$ cat config.mk
export PLATFORM = sky130hd
export DESIGN_NAME = conv_wreg_bank
export DESIGN_NICKNAME = d
export VERILOG_FILES = /design/src/rtl/conv_wreg_bank_pkg.sv /design/src/rtl/wreg_shift_chain.sv /design/src/rtl/conv_wreg_bank.sv
export SDC_FILE = /design/constraint.sdc
export NUM_CORES = 2
export LEC_CHECK = 0
export ABC_AREA = 1
export ABC_CLOCK_PERIOD_IN_PS = 2500
export BUFFER_PORTS_ARGS = -buffer_cell sky130_fd_sc_hd__buf_4
export CAP_MARGIN = 5
export CORE_MARGIN = 5
export CORE_UTILIZATION = 35
export CTS_CLUSTER_DIAMETER = 60
export DETAILED_ROUTE_END_ITERATION = 8
export PLACE_DENSITY_LB_ADDON = 0.15
export SYNTH_ARGS = -nofsm -noshare
export SYNTH_HDL_FRONTEND = slang
export SYNTH_SLANG_ARGS = --single-unit
$ cat constraint.sdc
create_clock -name clk -period 2.5 [get_ports clk]
set_input_delay 0.375 -clock clk [delete_from_list [all_inputs] [get_ports clk]]
set_output_delay 0.375 -clock clk [all_outputs]
set_load 0.02 [all_outputs]
$ cat src/rtl/conv_wreg_bank_pkg.sv
// Shared defaults and FSM state type for the double-buffered convolution weight register.
package conv_wreg_bank_pkg;

  localparam int unsigned DWIDTH_DEF = 16;
  localparam int unsigned FSIZE_DEF  = 5;
  localparam int unsigned K_DEF      = FSIZE_DEF * FSIZE_DEF;

  typedef enum logic {
    LOADING = 1'b0,
    FULL    = 1'b1
  } wreg_state_e;

endpackage

$ cat src/rtl/wreg_shift_chain.sv
// Serial-in, parallel-out shift chain: new words enter at the top tap and move toward tap 0.
module wreg_shift_chain #(
  parameter int unsigned DEPTH = 25,
  parameter int unsigned WIDTH = 16
) (
  input  logic                   clk,
  input  logic                   rst,
  input  logic                   en,
  input  logic [WIDTH-1:0]       din,
  output logic [DEPTH*WIDTH-1:0] dout
);

  logic [DEPTH*WIDTH-1:0] chain;

  // Tap i sits at bits [i*WIDTH +: WIDTH]; a shift drops tap 0 and lands din in tap DEPTH-1.
  always_ff @(posedge clk) begin
    if (rst) begin
      chain <= '0;
    end else if (en) begin
      chain <= {din, chain[DEPTH*WIDTH-1:WIDTH]};
    end
  end

  assign dout = chain;

endmodule

$ cat src/rtl/conv_wreg_bank.sv
// Double-buffered FSIZE x FSIZE weight bank: shadow loads serially while the active bank feeds the MAC array.
module conv_wreg_bank
  import conv_wreg_bank_pkg::*;
#(
  parameter int unsigned DWIDTH = DWIDTH_DEF,
  parameter int unsigned FSIZE  = FSIZE_DEF,
  parameter int unsigned CWIDTH = $clog2(FSIZE * FSIZE + 1)
) (
  input  logic                            clk,
  input  logic                            rst,
  input  logic signed [DWIDTH-1:0]        read_data,
  input  logic                            wreg_we,
  input  logic                            wreg_swap,
  output logic [FSIZE*FSIZE*DWIDTH-1:0]   weight,
  output logic                            shadow_full,
  output logic                            active_valid,
  output logic [CWIDTH-1:0]               load_count,
  output logic                            overflow
);

  localparam int unsigned K = FSIZE * FSIZE;
  localparam logic [CWIDTH-1:0] K_CNT = CWIDTH'(K);

  wreg_state_e              state, state_n;
  logic [CWIDTH-1:0]        count_n;
  logic                     accept_we;
  logic                     accept_swap;
  logic                     overflow_set;
  logic [K*DWIDTH-1:0]      shadow;
  logic [K*DWIDTH-1:0]      active;

  wreg_shift_chain #(
    .DEPTH (K),
    .WIDTH (DWIDTH)
  ) u_shadow (
    .clk  (clk),
    .rst  (rst),
    .en   (accept_we),
    .din  (read_data),
    .dout (shadow)
  );

  // A swap in FULL frees the shadow, so a same-cycle write becomes word 1 of the next kernel.
  always_comb begin
    state_n      = state;
    count_n      = load_count;
    accept_swap  = 1'b0;
    accept_we    = 1'b0;
    overflow_set = 1'b0;
    unique case (state)
      LOADING: begin
        if (wreg_we) begin
          accept_we = 1'b1;
          count_n   = load_count + 1'b1;
        end
      end
      FULL: begin
        if (wreg_swap) begin
          accept_swap = 1'b1;
          accept_we   = wreg_we;
          count_n     = CWIDTH'(wreg_we);
        end else if (wreg_we) begin
          overflow_set = 1'b1;
        end
      end
      default: ;
    endcase
    if (accept_we || accept_swap) begin
      state_n = (count_n == K_CNT) ? FULL : LOADING;
    end
  end

  always_ff @(posedge clk) begin
    if (rst) begin
      state        <= LOADING;
      load_count   <= '0;
      active       <= '0;
      active_valid <= 1'b0;
      overflow     <= 1'b0;
    end else begin
      state      <= state_n;
      load_count <= count_n;
      if (accept_swap) begin
        active       <= shadow;
        active_valid <= 1'b1;
      end
      if (overflow_set) begin
        overflow <= 1'b1;
      end
    end
  end

  assign weight      = active;
  assign shadow_full = (state == FULL);

endmodule

Word level (Yosys, flattened, before mapping)
Index checks and enable logic that the tools add are counted. Widths: inputs -> output; s select.

Register bits: 808. Latch bits: 0. Memory bits (writable): 0. Memory bits (read-only): 0. Output and inout bits: 408. Logic and storage cells: 21. Memories kept: 0.

$add $sub $neg: 1. Multipliers: 0. Div/mod/pow operators: 0. $lt $le $gt $ge: 0. Equal/unequal tests: 1. Shifts and indexed selects: 0. Mux-type cells: 11. Bitwise operators: 1. Reduce and logical (&&, ||, !) cells: 1.

Operator list (count): $mux 5 (2); $pmux 5 s2 (1); $mux 1 (7); $add 5x1->5 const B (1); $eq 5x5->1 const B (1); $pmux 1 s2 (1); $logic_or 1x1->1 (1); $not 1->1 (1).

Longest topological paths before layout
Word-level depth: 5. Depth in mapped cells: 10. Gate-level depth less buffers: 10.

Modules after synthesis
From an unflattened synthesis, not the netlist that was laid out.

Cells, all modules: 4334. Area, all modules: 31446.4 um2.

Modules (own cells, without submodules): wreg_shift_chain (times used 1, cells each 2534, area an instance 17176.5 um2); conv_wreg_bank (times used 1, cells each 1800, area an instance 14269.9 um2).

Least setup slack after synthesis
Ideal clock, no wire load.

Kind: reg-to-reg. From: register state, in the netlist shadow_full. To: register u_shadow.chain[384], in the netlist u_shadow.dout[384]. Library setup time: 0.116 ns. Data arrival time: 1.219 ns. Setup slack: 1.165 ns. Stages on the path, launching flop included: 9. Buffers on the path: 3. Clock period less this slack: 1.335 ns. Path through: dfxtp_1 > buf_6 > nand2_4 > nand2_8 > inv_2 > buf_4 > buf_2 > nor2_1 > nor2_1.

Longest elaborated chain between the ends: 2.

RTL lines: from (decl) (RTL line conv_wreg_bank.sv:24) `wreg_state_e state, state_n;`; from (signal assigned) (RTL line conv_wreg_bank.sv:81) `state <= state_n;`; $not 1->1; $pmux 1 s2 (*) (RTL line conv_wreg_bank.sv:50) `unique case (state)`; to (signal assigned) (RTL line wreg_shift_chain.sv:20) `chain <= {din, chain[DEPTH*WIDTH-1:WIDTH]};`; to (decl) (RTL line wreg_shift_chain.sv:13) `logic [DEPTH*WIDTH-1:0] chain;`.

Mark *: on every way between the ends. The rest lies on a longest branch, timed or not. A chain may end at the register's enable or synchronous reset.

Worst setup path after layout
From: register state, in the netlist shadow_full. To: register u_shadow.chain[381], in the netlist u_shadow.dout[381].

The elaborated chain is that of the path after synthesis.

==> flow_metrics.env <==
export IMPL_routed_wirelength_mm=83.81
export IMPL_timing_fmax_ghz=0.4991
export IMPL_ys_ff_latch=808
export IMPL_synth_nets=3554
export IMPL_synth_top_cells_by_area="dfxtp_1 58%, nor2_1 22%, o21ai_0 13%"
export IMPL_grt_pass1_wl_mm=130.4
export IMPL_yosys_warnings=0
export IMPL_start_util_pct=35.18
export IMPL_dp_hpwl_mm=56.06
export IMPL_grt_setup_unrepaired="false"
export IMPL_die_h_um=291.3
export IMPL_timing_final_hold_violations=0
export IMPL_vias=23483
export IMPL_post_cts_setup_buffers=0
export IMPL_nets=3880
export IMPL_grt_overflow=0
export IMPL_worstMarginPinSlew_ns=0.5610
export IMPL_cp_max_fo=54
export IMPL_cts_htree_levels=3
export IMPL_synth_compound_area_share_pct=14.60
export IMPL_drv_cap=0
export IMPL_synthToLayoutAreaGrowth_pct=25.82
export IMPL_hold_ws_ns=0.08322
export IMPL_r2r_setup_slack_ns=0.50
export IMPL_worstPathArrival_ns=2.55
export IMPL_grt_max_degree=128
export IMPL_synth_mux_area_share_pct=0
export IMPL_final_cell_area_um2=34860
export IMPL_syn_avg_cell_area_um2=7.842
export IMPL_cts_tree="done"
export IMPL_rows=103
export IMPL_reg2reg_depth=5
export IMPL_synth_adder_area_share_pct=0.04516
export IMPL_drt_pass1_iterations=7
export IMPL_cts_sinks=808
export IMPL_cts_root_buf="clkbuf_16"
export IMPL_yosysTopAreaCellShare_pct=58.39
export IMPL_startpoint="shadow_full"
export IMPL_p_per_area_nw_per_um2=803.5
export IMPL_io_pin_count=428
export IMPL_irDropWorstVdd_v=0.0005658
export IMPL_gp_congestion=0.7529
export IMPL_drv_slew=0
export IMPL_outcome="finished, final reports clean"
export IMPL_synthSimpleGateAreaFrac_pct=22.32
export IMPL_crit_end="u_shadow.dout[381]"
export IMPL_postSynthCellCount=3533
export IMPL_grt_use_total_pct=18.94
export IMPL_crit_type="flip-flop to flip-flop"
export IMPL_fillCellCount=8060
export IMPL_dpl_cell_area_um2=31770
export IMPL_fin_worst_skew_ns=0.01720
export IMPL_clk_pin_slew_ns=0.06
export IMPL_final_core_util_pct=44.27
export IMPL_drt_iter0_markers=1564
export IMPL_worst_setup_path_start_kind="flip-flop"
export IMPL_post_cts_resized=0
export IMPL_core_area_um2=78740
export IMPL_cts_hold_buf=16
export IMPL_synth_top_family_by_area="simple AND/OR/NAND/NOR gates"
export IMPL_worstPathRequired_ns=3.05
export IMPL_grt_pass1_vias=22106
export IMPL_timing_final_crit_share_pct=80.14
export IMPL_setup_violations=0
export IMPL_drive_above_1_share_pct=16.10
export IMPL_p_leak_nw=14.51
export IMPL_timing_rr_start="shadow_full"
export IMPL_setup_tns_ns=0
export IMPL_synth_cell_type_count=20
export IMPL_cts_buffers=89
export IMPL_ys_seq_area_share_pct=58.39
export IMPL_ant_nets=0
export IMPL_fin_crit_ns=2.004
export IMPL_antenna_found_initial=4
export IMPL_vias_per_cell=4.718
export IMPL_route_detailed_drc=0
export IMPL_crit_path_end_kind="flip-flop"
export IMPL_die_w_um=291.3
export IMPL_wl_per_cell_um=16.84
export IMPL_io_buffers=427
export IMPL_synthesis_area_um2=27700
export IMPL_synth_xor_area_share_pct=0
export IMPL_die_area_um2=84880
export IMPL_r2r_end="u_shadow.dout[381]"
export IMPL_hold_path_class="input port to flip-flop"
export IMPL_clk_path_buf_depth=3
export IMPL_synth_top_area_cell="dfxtp_1"
export IMPL_worstSkewPairLatency_ns=0.63
export IMPL_max_slew_margin_rel_pct=62.60
==> layout make-up <==
class | count | area, um2 | area share [%]
Sequential cell | 808 | 16180 | 46.40
Multi-Input combinational cell | 2446 | 10250 | 29.41
Timing Repair Buffer | 502 | 4109 | 11.79
Clock buffer | 123 | 2537 | 7.279
Tap cell | 1050 | 1314 | 3.769
Clock inverter | 34 | 389.1 | 1.116
Inverter | 12 | 76.32 | 0.2190
Antenna cell | 2 | 5.005 | 0.01436
==> metrics by stage <==
stage	std cells	power [mW]	worst slack, ns
2_1_floorplan	3533	14.73	1.165
3_3_place_gp	4802	15.19	0.5747
3_5_place_dp	4802	15.20	0.5113
4_1_cts	4975	28.38	0.4844
5_1_grt	4975	29.13	0.3244
6_report	4977	28.01	0.4964
==> power by group <==
group / total [mW] / internal, mW / switching (mW) / leakage [nW]
Clock: 13.1 / 7.74 / 5.34 / 1.45
Combinational: 1.27 / 0.441 / 0.826 / 6.47
Sequential: 13.7 / 13.3 / 0.368 / 6.59
==> how the worst min path moves through the flow <==
stage                     slack (ns)          endpoint  cells after the start              from
after floorplan                 0.45  u_shadow.dout[0]                      2  u_shadow.dout[0]
after global placement          0.45          overflow                      2          overflow
after detailed placement        0.47  u_shadow.dout[6]                      2  u_shadow.dout[6]
after CTS                       0.04          overflow                      3           wreg_we
after global routing            0.06          overflow                      3           wreg_we
final                           0.08          overflow                      3           wreg_we
==> per-layer routing <==
| layer | share of wire (%) | track usage, % | vias to the layer above |
|---|---|---|---|
| met5 | 0.0084 | 0 | - |
| met4 | 2.2 | 4.468 | 2 |
| met3 | 5.9 | 4.761 | 112 |
| met2 | 45 | 30.49 | 471 |
| met1 | 47 | 25.77 | 10910 |
| li1 | - | - | 11988 |
==> cell families (layout without fill, tap and decap cells) <==
| family | Yosys count | count (layout) |
|---|---|---|
| compound gates | 808 | 808 |
| flops | 808 | 808 |
| simple gates | 1637 | 1637 |
| other cells | 0 | 2 |
| buf+inv | 279 | 671 |
| fa+ha+maj | 1 | 1 |
==> synthesized netlist by cell type (all sizes together) <==
cell type,n
nor2,1612
dfxtp,808
o21ai,802
clkbuf,149
buf,118
nand2,18
inv,11
a21oi,6
nand3,5
clkinv,1
ha,1
nand3b,1
nor3,1
==> registers in the layout, summed over array words and instances (netlist names) <==
register,cells
u_shadow.dout,400
weight,400
load_count,5
active_valid,1
overflow,1
shadow_full,1
==> worst max-delay path, stage by stage (launching register included) <==
cell and delay, ns:
dfxtp_1 0.62, nand2_4 0.13, nand2_8 0.31, buf_4 0.55
o21ai_0 0.18, nor2_1 0.10
==> layout by cell type, fill, tap and decap left out, types with 2 or more instances in the layout <==
cell,synthesis,routed
clkinv_4,0,2
clkinv_8,0,2
clkbuf_1,149,18
nand2_1,15,15
o21ai_0,722,722
inv_8,0,2
nand3_1,5,5
diode_2,0,2
inv_6,0,5
nand2_8,1,2
o21ai_1,80,80
clkbuf_8,0,14
dlygate4sd3_1,0,16
dfxtp_1,808,808
inv_1,8,8
clkbuf_16,0,91
a21oi_1,6,6
nor2_1,1612,1612
clkinvlp_4,0,2
inv_16,0,2
buf_4,15,462
clkinv_2,1,16
bufinv_16,0,6
buf_12,0,24
No activity file was read; power rests on OpenSTA's default activity.
